<file path="config.mk">
export PLATFORM = sky130hd
export DESIGN_NAME = friscv_rd_arbiter_flat
export DESIGN_NICKNAME = d
export VERILOG_FILES = /design/src/rtl/friscv_rd_arbiter_pkg.sv /design/src/rtl/friscv_rd_arbiter_if.sv /design/src/rtl/friscv_rd_arbiter_rr.sv /design/src/rtl/friscv_rd_arbiter.sv /design/src/flat_wrapper.sv
export SDC_FILE = /design/constraint.sdc
export NUM_CORES = 1
export LEC_CHECK = 0
export ABC_AREA = 1
export BUFFER_PORTS_ARGS = -buffer_cell sky130_fd_sc_hd__buf_2
export CAP_MARGIN = 20
export CORE_ASPECT_RATIO = 1.5
export CORE_UTILIZATION = 26
export CTS_CLUSTER_DIAMETER = 120
export DETAILED_ROUTE_END_ITERATION = 8
export MAX_ROUTING_LAYER = met4
export PLACE_DENSITY = 0.83
export SYNTH_ARGS = -nofsm -noshare
export SYNTH_HDL_FRONTEND = slang
export SYNTH_HIERARCHICAL = 1
export SYNTH_SLANG_ARGS = --single-unit
</file>
<file path="constraint.sdc">
create_clock -name aclk -period 1.3 [get_ports aclk]
set_input_delay 0.13 -clock aclk [delete_from_list [all_inputs] [get_ports aclk]]
set_output_delay 0.13 -clock aclk [all_outputs]
set_load 0.1 [all_outputs]
</file>
<file path="src/rtl/friscv_rd_arbiter_pkg.sv">
// Shared types and constants for the register-file write-port arbiter.
package friscv_rdarb_pkg;

    localparam int unsigned XLEN     = 32;
    localparam int unsigned REQ_CTRL = 0;
    localparam int unsigned REQ_ALU  = 1;
    localparam logic [4:0]  REG_X0   = 5'h0;

    typedef enum logic {
        LAST_CTRL = 1'b0,
        LAST_ALU  = 1'b1
    } rr_last_e;

    typedef struct packed {
        logic            valid;
        logic [4:0]      addr;
        logic [XLEN-1:0] val;
    } rd_req_t;

    // A valid write to x0 is absorbed without touching the write port.
    function automatic logic is_x0(input rd_req_t req);
        return req.valid && (req.addr == REG_X0);
    endfunction

endpackage

</file>
<file path="src/rtl/friscv_rd_arbiter_if.sv">
// Request/grant bundle between the two rd requesters, the arbiter and the register file.
interface friscv_rd_arbiter_if;
    import friscv_rdarb_pkg::*;

    logic            ctrl_rd_valid;
    logic            ctrl_rd_ready;
    logic [4:0]      ctrl_rd_addr;
    logic [XLEN-1:0] ctrl_rd_val;
    logic            alu_rd_valid;
    logic            alu_rd_ready;
    logic [4:0]      alu_rd_addr;
    logic [XLEN-1:0] alu_rd_val;
    logic            rd_wr;
    logic [4:0]      rd_addr;
    logic [XLEN-1:0] rd_val;

    modport master (
        output ctrl_rd_valid, ctrl_rd_addr, ctrl_rd_val,
        output alu_rd_valid, alu_rd_addr, alu_rd_val,
        input  ctrl_rd_ready, alu_rd_ready,
        input  rd_wr, rd_addr, rd_val
    );

    modport slave (
        input  ctrl_rd_valid, ctrl_rd_addr, ctrl_rd_val,
        input  alu_rd_valid, alu_rd_addr, alu_rd_val,
        output ctrl_rd_ready, alu_rd_ready,
        output rd_wr, rd_addr, rd_val
    );

endinterface

</file>
<file path="src/rtl/friscv_rd_arbiter_rr.sv">
// Two-way round-robin grant with the 1-bit "last granted" pointer.
module friscv_rr_arbiter2
    import friscv_rdarb_pkg::*;
(
    input  logic       aclk,
    input  logic       aresetn,
    input  logic       srst,
    input  logic [1:0] i_req,
    output logic [1:0] o_grant
);

    rr_last_e r_last;

    always_comb begin
        o_grant = '0;
        if (i_req[REQ_CTRL] && i_req[REQ_ALU]) begin
            if (r_last == LAST_ALU) begin
                o_grant[REQ_CTRL] = 1'b1;
            end else begin
                o_grant[REQ_ALU] = 1'b1;
            end
        end else begin
            o_grant = i_req;
        end
    end

    always_ff @(posedge aclk or negedge aresetn) begin
        if (!aresetn) begin
            r_last <= LAST_ALU;
        end else if (srst) begin
            r_last <= LAST_ALU;
        end else if (o_grant[REQ_CTRL]) begin
            r_last <= LAST_CTRL;
        end else if (o_grant[REQ_ALU]) begin
            r_last <= LAST_ALU;
        end
    end

endmodule

</file>
<file path="src/rtl/friscv_rd_arbiter.sv">
// Register-file write-port arbiter: x0 absorption, round-robin grant, payload mux.
// Define FRISCV_RDARB_PIPE_EN to register rd_wr/rd_addr/rd_val (one extra cycle of latency).
module friscv_rd_arbiter
    import friscv_rdarb_pkg::*;
(
    input  logic               aclk,
    input  logic               aresetn,
    input  logic               srst,
    friscv_rd_arbiter_if.slave rd_if
);

    rd_req_t         w_ctrl;
    rd_req_t         w_alu;
    logic            w_live;
    logic            w_ctrl_x0;
    logic            w_alu_x0;
    logic [1:0]      w_req;
    logic [1:0]      w_grant;
    logic            w_wr;
    logic [4:0]      w_addr;
    logic [XLEN-1:0] w_val;

    assign w_ctrl    = {rd_if.ctrl_rd_valid, rd_if.ctrl_rd_addr, rd_if.ctrl_rd_val};
    assign w_alu     = {rd_if.alu_rd_valid, rd_if.alu_rd_addr, rd_if.alu_rd_val};
    // No handshake may complete while either reset is active.
    assign w_live    = aresetn && !srst;
    assign w_ctrl_x0 = is_x0(w_ctrl);
    assign w_alu_x0  = is_x0(w_alu);

    always_comb begin
        w_req           = '0;
        w_req[REQ_CTRL] = w_live && w_ctrl.valid && !w_ctrl_x0;
        w_req[REQ_ALU]  = w_live && w_alu.valid && !w_alu_x0;
    end

    friscv_rr_arbiter2 u_rr (
        .aclk    (aclk),
        .aresetn (aresetn),
        .srst    (srst),
        .i_req   (w_req),
        .o_grant (w_grant)
    );

    assign rd_if.ctrl_rd_ready = w_live && (w_ctrl_x0 || w_grant[REQ_CTRL]);
    assign rd_if.alu_rd_ready  = w_live && (w_alu_x0 || w_grant[REQ_ALU]);

    always_comb begin
        w_wr   = 1'b0;
        w_addr = '0;
        w_val  = '0;
        if (w_grant[REQ_CTRL]) begin
            w_wr   = 1'b1;
            w_addr = w_ctrl.addr;
            w_val  = w_ctrl.val;
        end else if (w_grant[REQ_ALU]) begin
            w_wr   = 1'b1;
            w_addr = w_alu.addr;
            w_val  = w_alu.val;
        end
    end

`ifdef FRISCV_RDARB_PIPE_EN
    logic            r_rd_wr;
    logic [4:0]      r_rd_addr;
    logic [XLEN-1:0] r_rd_val;

    always_ff @(posedge aclk or negedge aresetn) begin
        if (!aresetn) begin
            r_rd_wr   <= 1'b0;
            r_rd_addr <= '0;
            r_rd_val  <= '0;
        end else if (srst) begin
            r_rd_wr   <= 1'b0;
            r_rd_addr <= '0;
            r_rd_val  <= '0;
        end else begin
            r_rd_wr   <= w_wr;
            r_rd_addr <= w_addr;
            r_rd_val  <= w_val;
        end
    end

    assign rd_if.rd_wr   = r_rd_wr;
    assign rd_if.rd_addr = r_rd_addr;
    assign rd_if.rd_val  = r_rd_val;
`else
    assign rd_if.rd_wr   = w_wr;
    assign rd_if.rd_addr = w_addr;
    assign rd_if.rd_val  = w_val;
`endif

endmodule

</file>
<file path="src/flat_wrapper.sv">
// flat-port wrapper written by rule: the top's interface ports become plain ports
module friscv_rd_arbiter_flat import friscv_rdarb_pkg::*;
  (aclk, aresetn, srst, rd_if_ctrl_rd_valid, rd_if_ctrl_rd_addr, rd_if_ctrl_rd_val, rd_if_alu_rd_valid, rd_if_alu_rd_addr, rd_if_alu_rd_val, rd_if_ctrl_rd_ready, rd_if_alu_rd_ready, rd_if_rd_wr, rd_if_rd_addr, rd_if_rd_val);
  friscv_rd_arbiter_if rd_if_i ();
  input  logic aclk;
  input  logic aresetn;
  input  logic srst;
  input wire logic [$bits(rd_if_i.ctrl_rd_valid)-1:0] rd_if_ctrl_rd_valid;
  input wire logic [$bits(rd_if_i.ctrl_rd_addr)-1:0] rd_if_ctrl_rd_addr;
  input wire logic [$bits(rd_if_i.ctrl_rd_val)-1:0] rd_if_ctrl_rd_val;
  input wire logic [$bits(rd_if_i.alu_rd_valid)-1:0] rd_if_alu_rd_valid;
  input wire logic [$bits(rd_if_i.alu_rd_addr)-1:0] rd_if_alu_rd_addr;
  input wire logic [$bits(rd_if_i.alu_rd_val)-1:0] rd_if_alu_rd_val;
  output wire logic [$bits(rd_if_i.ctrl_rd_ready)-1:0] rd_if_ctrl_rd_ready;
  output wire logic [$bits(rd_if_i.alu_rd_ready)-1:0] rd_if_alu_rd_ready;
  output wire logic [$bits(rd_if_i.rd_wr)-1:0] rd_if_rd_wr;
  output wire logic [$bits(rd_if_i.rd_addr)-1:0] rd_if_rd_addr;
  output wire logic [$bits(rd_if_i.rd_val)-1:0] rd_if_rd_val;
  assign rd_if_i.ctrl_rd_valid = rd_if_ctrl_rd_valid;
  assign rd_if_i.ctrl_rd_addr = rd_if_ctrl_rd_addr;
  assign rd_if_i.ctrl_rd_val = rd_if_ctrl_rd_val;
  assign rd_if_i.alu_rd_valid = rd_if_alu_rd_valid;
  assign rd_if_i.alu_rd_addr = rd_if_alu_rd_addr;
  assign rd_if_i.alu_rd_val = rd_if_alu_rd_val;
  assign rd_if_ctrl_rd_ready = rd_if_i.ctrl_rd_ready;
  assign rd_if_alu_rd_ready = rd_if_i.alu_rd_ready;
  assign rd_if_rd_wr = rd_if_i.rd_wr;
  assign rd_if_rd_addr = rd_if_i.rd_addr;
  assign rd_if_rd_val = rd_if_i.rd_val;
  friscv_rd_arbiter u_core (.aclk(aclk), .aresetn(aresetn), .srst(srst), .rd_if(rd_if_i));
endmodule
</file>
==> summary.md, run 1 <==
| Metric | Value |
|---|---|
| XOR/XNOR share of the synthesized area | `0%` |
| Synth top area cells | `nand2_1 38%, nand3_1 21%, nand3_2 13%, buf_6 8.7%, inv_1 4.8%` |
| Post-synth top cells | `79 x nand2_1, 32 x nand3_1, 10 x inv_1, 10 x nand3_2, 7 x nor2_1` |
| Cells after Synth | `155` |
| Tool Error | `[ERROR DPL-0038] Utilization greater than 100%, impossible to legalize` |
| Syn_area_per_cell | `5.02 um^2` |
| Syn Std Cell Area | `778 um^2` |
| Row count | `24` |
| Post_cts resized | `120` |
| Largest family of logic cells by synthesized area | `simple AND/OR/NAND/NOR gates` |
| DP Worst Slack | `-0.552 ns` |
| Synth Area in Compound Gates | `1.93%` |
| # Post-CTS Setup Buffers | `9` |
| Post-DP HPWL | `4700 um` |
| Port Buffer Count | `118` |
| Seq/Total Area, Yosys | `3.38%` |
| Ys async rst share | `100%` |
| Syn nets | `234` |
| Top-count cell post-synth | `nand2_1` |
| # IOs | `119` |
| Post-synthesis register bit count | `1` |
| Placer Congestion | `0.752` |
| Cell variety after synth | `12` |
| Mux cell area share after synthesis | `0%` |
| # hold bufs at CTS | `0` |
| Die X | `46.7 um` |
| Outcome | `aborted with a tool error` |
| Fail Step | `4_1_cts` |
| Synth warn | `6` |
| Area leader, netlist | `nand2_1` |
| Yosys top cell area share | `38.1%` |
| Adder-Cell Fraction of Synth Area | `0%` |
| Ys flop type | `dfstp_2` |
| Die Ht | `69.0 um` |
| Post-synthesis simple-gate area fraction | `74.9%` |
| Post-synth EDFFs | `0` |
| Initial core utilization | `27.0%` |
==> cell families after synthesis <==
logic type / count (synthesis)
AOI/OAI and AO/OA: 3
buffers and inverters: 23
DFF: 1
and+or+nand+nor: 128
==> per-stage QoR <==
step / util [%] / instances / TNS [ns] / area, um^2
2_1_floorplan: - / 155 / -5.73 / 1380
3_3_place_gp: 93.8 / 321 / -12.99 / 2700
3_5_place_dp: 93.8 / 321 / -19.50 / 2700
==> run 2: changes to the inputs <==
--- a/config.mk
+++ b/config.mk
@@ -8,12 +8,10 @@
 export ABC_AREA = 1
 export BUFFER_PORTS_ARGS = -buffer_cell sky130_fd_sc_hd__buf_2
 export CAP_MARGIN = 20
-export CORE_ASPECT_RATIO = 1.5
-export CORE_UTILIZATION = 26
-export CTS_CLUSTER_DIAMETER = 120
+export CORE_AREA = 2 2 63 65
 export DETAILED_ROUTE_END_ITERATION = 8
-export MAX_ROUTING_LAYER = met4
-export PLACE_DENSITY = 0.83
+export DIE_AREA = 0 0 65 67
+export PLACE_DENSITY_LB_ADDON = 0.15
 export SYNTH_ARGS = -nofsm -noshare
 export SYNTH_HDL_FRONTEND = slang
 export SYNTH_HIERARCHICAL = 1
==> constraint.sdc (replaced) <==
create_clock -name aclk -period 1.7 [get_ports aclk]
set_input_delay 0.17 -clock aclk [delete_from_list [all_inputs] [get_ports aclk]]
set_output_delay 0.17 -clock aclk [all_outputs]
set_load 0.1 [all_outputs]
==> run 2 against run 1 <==
  * The run now ends clean
  * Synthesized cell count is the same
  * Synthesized area did not move
==> summary.md, run 2 <==
| Metric | Value |
|---|---|
| Placer Congestion | `0.793` |
| Sw Share | `59.4%` |
| WP data required | `1.53 ns` |
| Max Cap Viol | `0` |
| Setup Skew | `0 ns` |
| Cells after DPL | `324` |
| R2r startpoint | `u_core/u_rr/r_last$_DFFE_PN1P_` |
| Vias in the first global route | `1311` |
| Synth top area cells | `nand2_1 38%, nand3_1 21%, nand3_2 13%, buf_6 8.7%, inv_1 4.8%` |
| Post-synthesis register bit count | `1` |
| DR pass1 iterations | `4` |
| CP peak stage delay | `0.21 ns` |
| Most common cell after layout, fill and taps aside | `buf_2` |
| P per Cell Area | `385 nW/um^2` |
| Adder-Cell Fraction of Synth Area | `0%` |
| Mux cell area share after synthesis | `0%` |
| Sw Pwr | `0.000564 W` |
| Largest net degree at the start of global routing | `26` |
| Cells after Synth | `155` |
| Crit path cell chain | `buf_6 > inv_1 > nor2_4 > buf_4 > nand3_2 > inv_2 > inv_4 > a21oi_4 > inv_4 > clkbuf_16 > nand3_2 > nand2_2 > buf_12` |
| Worst setup startpoint | `aresetn` |
| Final Max Slew Viols | `0` |
| Drc violations | `0` |
| Initial antenna violation count | `0` |
| Nature of the critical path startpoint | `primary input` |
| Top-count cell post-synth | `nand2_1` |
| Hold Path Class | `primary input to asynchronous set/reset pin` |
| Vias per cell | `4.55` |
| Crit-path max FO | `12` |
| Antenna Nets Post-Route | `0` |
| Yosys top cell area share | `38.1%` |
| XOR/XNOR share of the synthesized area | `0%` |
| Cell variety after synth | `12` |
| Clk pin slew, worst setup/hold paths | `0 ns` |
| Worst setup margin | `0.0311 ns` |
| Area leader, netlist | `nand2_1` |
| Post-synth top cells | `79 x nand2_1, 32 x nand3_1, 10 x inv_1, 10 x nand3_2, 7 x nor2_1` |
| Seq pwr share | `2.8%` |
| Worst hold slack | `0.180 ns` |
| Syn Std Cell Area | `778 um^2` |
| Most flops, register | `u_core/u_rr/r_last` |
| DP Worst Slack | `-0.0354 ns` |
| RSZ-0062 raised after global routing | `true` |
| Cell at the slowest stage of the critical path | `a21oi_4` |
| Minimum clock period | `1.67 ns` |
| Least-Margin Pin Slew | `0.229 ns` |
| Critical path type | `primary input to output pin` |
| Crit path DAT | `1.50 ns` |
| Slew Limit Headroom | `84.7%` |
| Syn_area_per_cell | `5.02 um^2` |
| Row count | `22` |
| Seq/Total Area, Yosys | `3.38%` |
| Fin nets | `366` |
| Die area | `4360 um^2` |
| Syn nets | `234` |
| Drt total wl | `4290 um` |
| Die X | `65 um` |
| Via count | `1514` |
| Worst-Skew Late Latency | `0 ns` |
| Non-filler cells, final | `333` |
| Largest registers | `u_core/u_rr/r_last: 1 flops` |
| Max VDD drop | `194 uV` |
| Max reg flops | `1` |
| Die Ht | `67 um` |
| Highest-count cells in the layout ignoring fill and taps | `76 x buf_2, 44 x buf_12, 39 x nand2_2, 38 x nand2_1, 26 x nand3_1` |
| Ys flop type | `dfstp_2` |
| Power Total | `0.000949 W` |
| Port Buffer Count | `118` |
| Post-synth EDFFs | `0` |
| Internal | `0.000385 W` |
| Synth warn | `6` |
| # diodes | `0` |
| Reg-to-reg slack, setup | `0.73 ns` |
| Wire per inst | `12.9 um` |
| Gate power share | `97.2%` |
| Global-route wire length before repair | `5630 um` |
| Post-DP HPWL | `3120 um` |
| Final Setup Violations | `0` |
| Layout cells sized above 1 | `73.7%` |
| Initial core utilization | `21.6%` |
| Clk pwr share | `0%` |
| Worst setup EP type | `output pin` |
| Area delta synth->final | `217%` |
| Final core occ | `68.4%` |
| Leak Pwr | `1.23 nW` |
| # IOs | `119` |
| Outcome | `complete, no violations` |
| Synth Area in Compound Gates | `1.93%` |
| Initial drt markers | `57` |
| Ys async rst share | `100%` |
| Core area | `3610 um^2` |
| # hold bufs at CTS | `0` |
| FMAX | `599 MHz` |
| Hold Vio Cnt, Final | `0` |
| Post-synthesis simple-gate area fraction | `74.9%` |
| Final worst-path cycle share | `98.2%` |
| Grt ovf | `0` |
| Global-route usage over all layers | `15.8%` |
| Largest family of logic cells by synthesized area | `simple AND/OR/NAND/NOR gates` |
run 2: cell counts after synthesis:
No cell type changed its count.
run 2: kinds of logic after synthesis:
logic type / Yosys count
simple gates: 128
buf+inv: 23
compound gates: 3
flops: 1
run 2: final cells by class:
| cell class | instances | area (um^2) |
|---|---|---|
| Fill cell | 308 | 1140 |
| Inverter | 11 | 46.3 |
| Multi-Input combinational cell | 131 | 796 |
| Sequential cell | 1 | 26.3 |
| Tap cell | 48 | 60.1 |
| Timing Repair Buffer | 142 | 1540 |
run 2: path summary, 6_finish.rpt:
kind	end	cells after the start
min in group aclk	u_core/u_rr/r_last$_DFFE_PN1P_	3
max	rd_if_rd_val[22]	13
max reg2reg	u_core/u_rr/r_last$_DFFE_PN1P_	4
min	u_core/u_rr/r_last$_DFFE_PN1P_	2
min reg2reg	u_core/u_rr/r_last$_DFFE_PN1P_	2
max in group asynchronous	u_core/u_rr/r_last$_DFFE_PN1P_	2
run 2: metrics by stage:
stage | instance area (um^2) | TNS (ns)
floorplan | 896 | -0.0121
global placement | 2200 | -0.0168
detailed placement | 2200 | -0.579
CTS | 2200 | -0.00791
global route | 2460 | -0.980
finish | 2460 | 0
run 2: routing by layer:
metal	global-route usage [%]	vias up	part of all wire, %
li1	-	751	-
met1	17.0	702	37
met2	33.5	61	57
met3	2.70	0	6.4
met4	0	0	0
met5	0	-	0
run 2: what timing repair did:
action,CTS,global route
gates resized for setup,2,26
buffers inserted,0,2
cloned,0,7
pin swaps,0,6
setup endpoints to repair,37,40
run 2: power by group through the flow:
| stage | clock network [W] | logic (W) | registers, W |
|---|---|---|---|
| 6_report | 0 | 0.000922 | 0.0000270 |
| 5_1_grt | 0 | 0.000956 | 0.0000271 |
| 4_1_cts | 0 | 0.000866 | 0.0000270 |
| 3_5_place_dp | 0 | 0.000864 | 0.0000270 |
| 3_3_place_gp | 0 | 0.000858 | 0.0000270 |
| 2_1_floorplan | 0 | 0.000499 | 0.0000268 |
run 2: worst max-delay path, delay by kind of cell:
kind                   cells  cell delay (ns)
AND/OR/NAND/NOR            4             0.29
AO/OA/AOI/OAI              1             0.21
buffers and inverters      8             0.83
(Power assumes the default switching activity.)
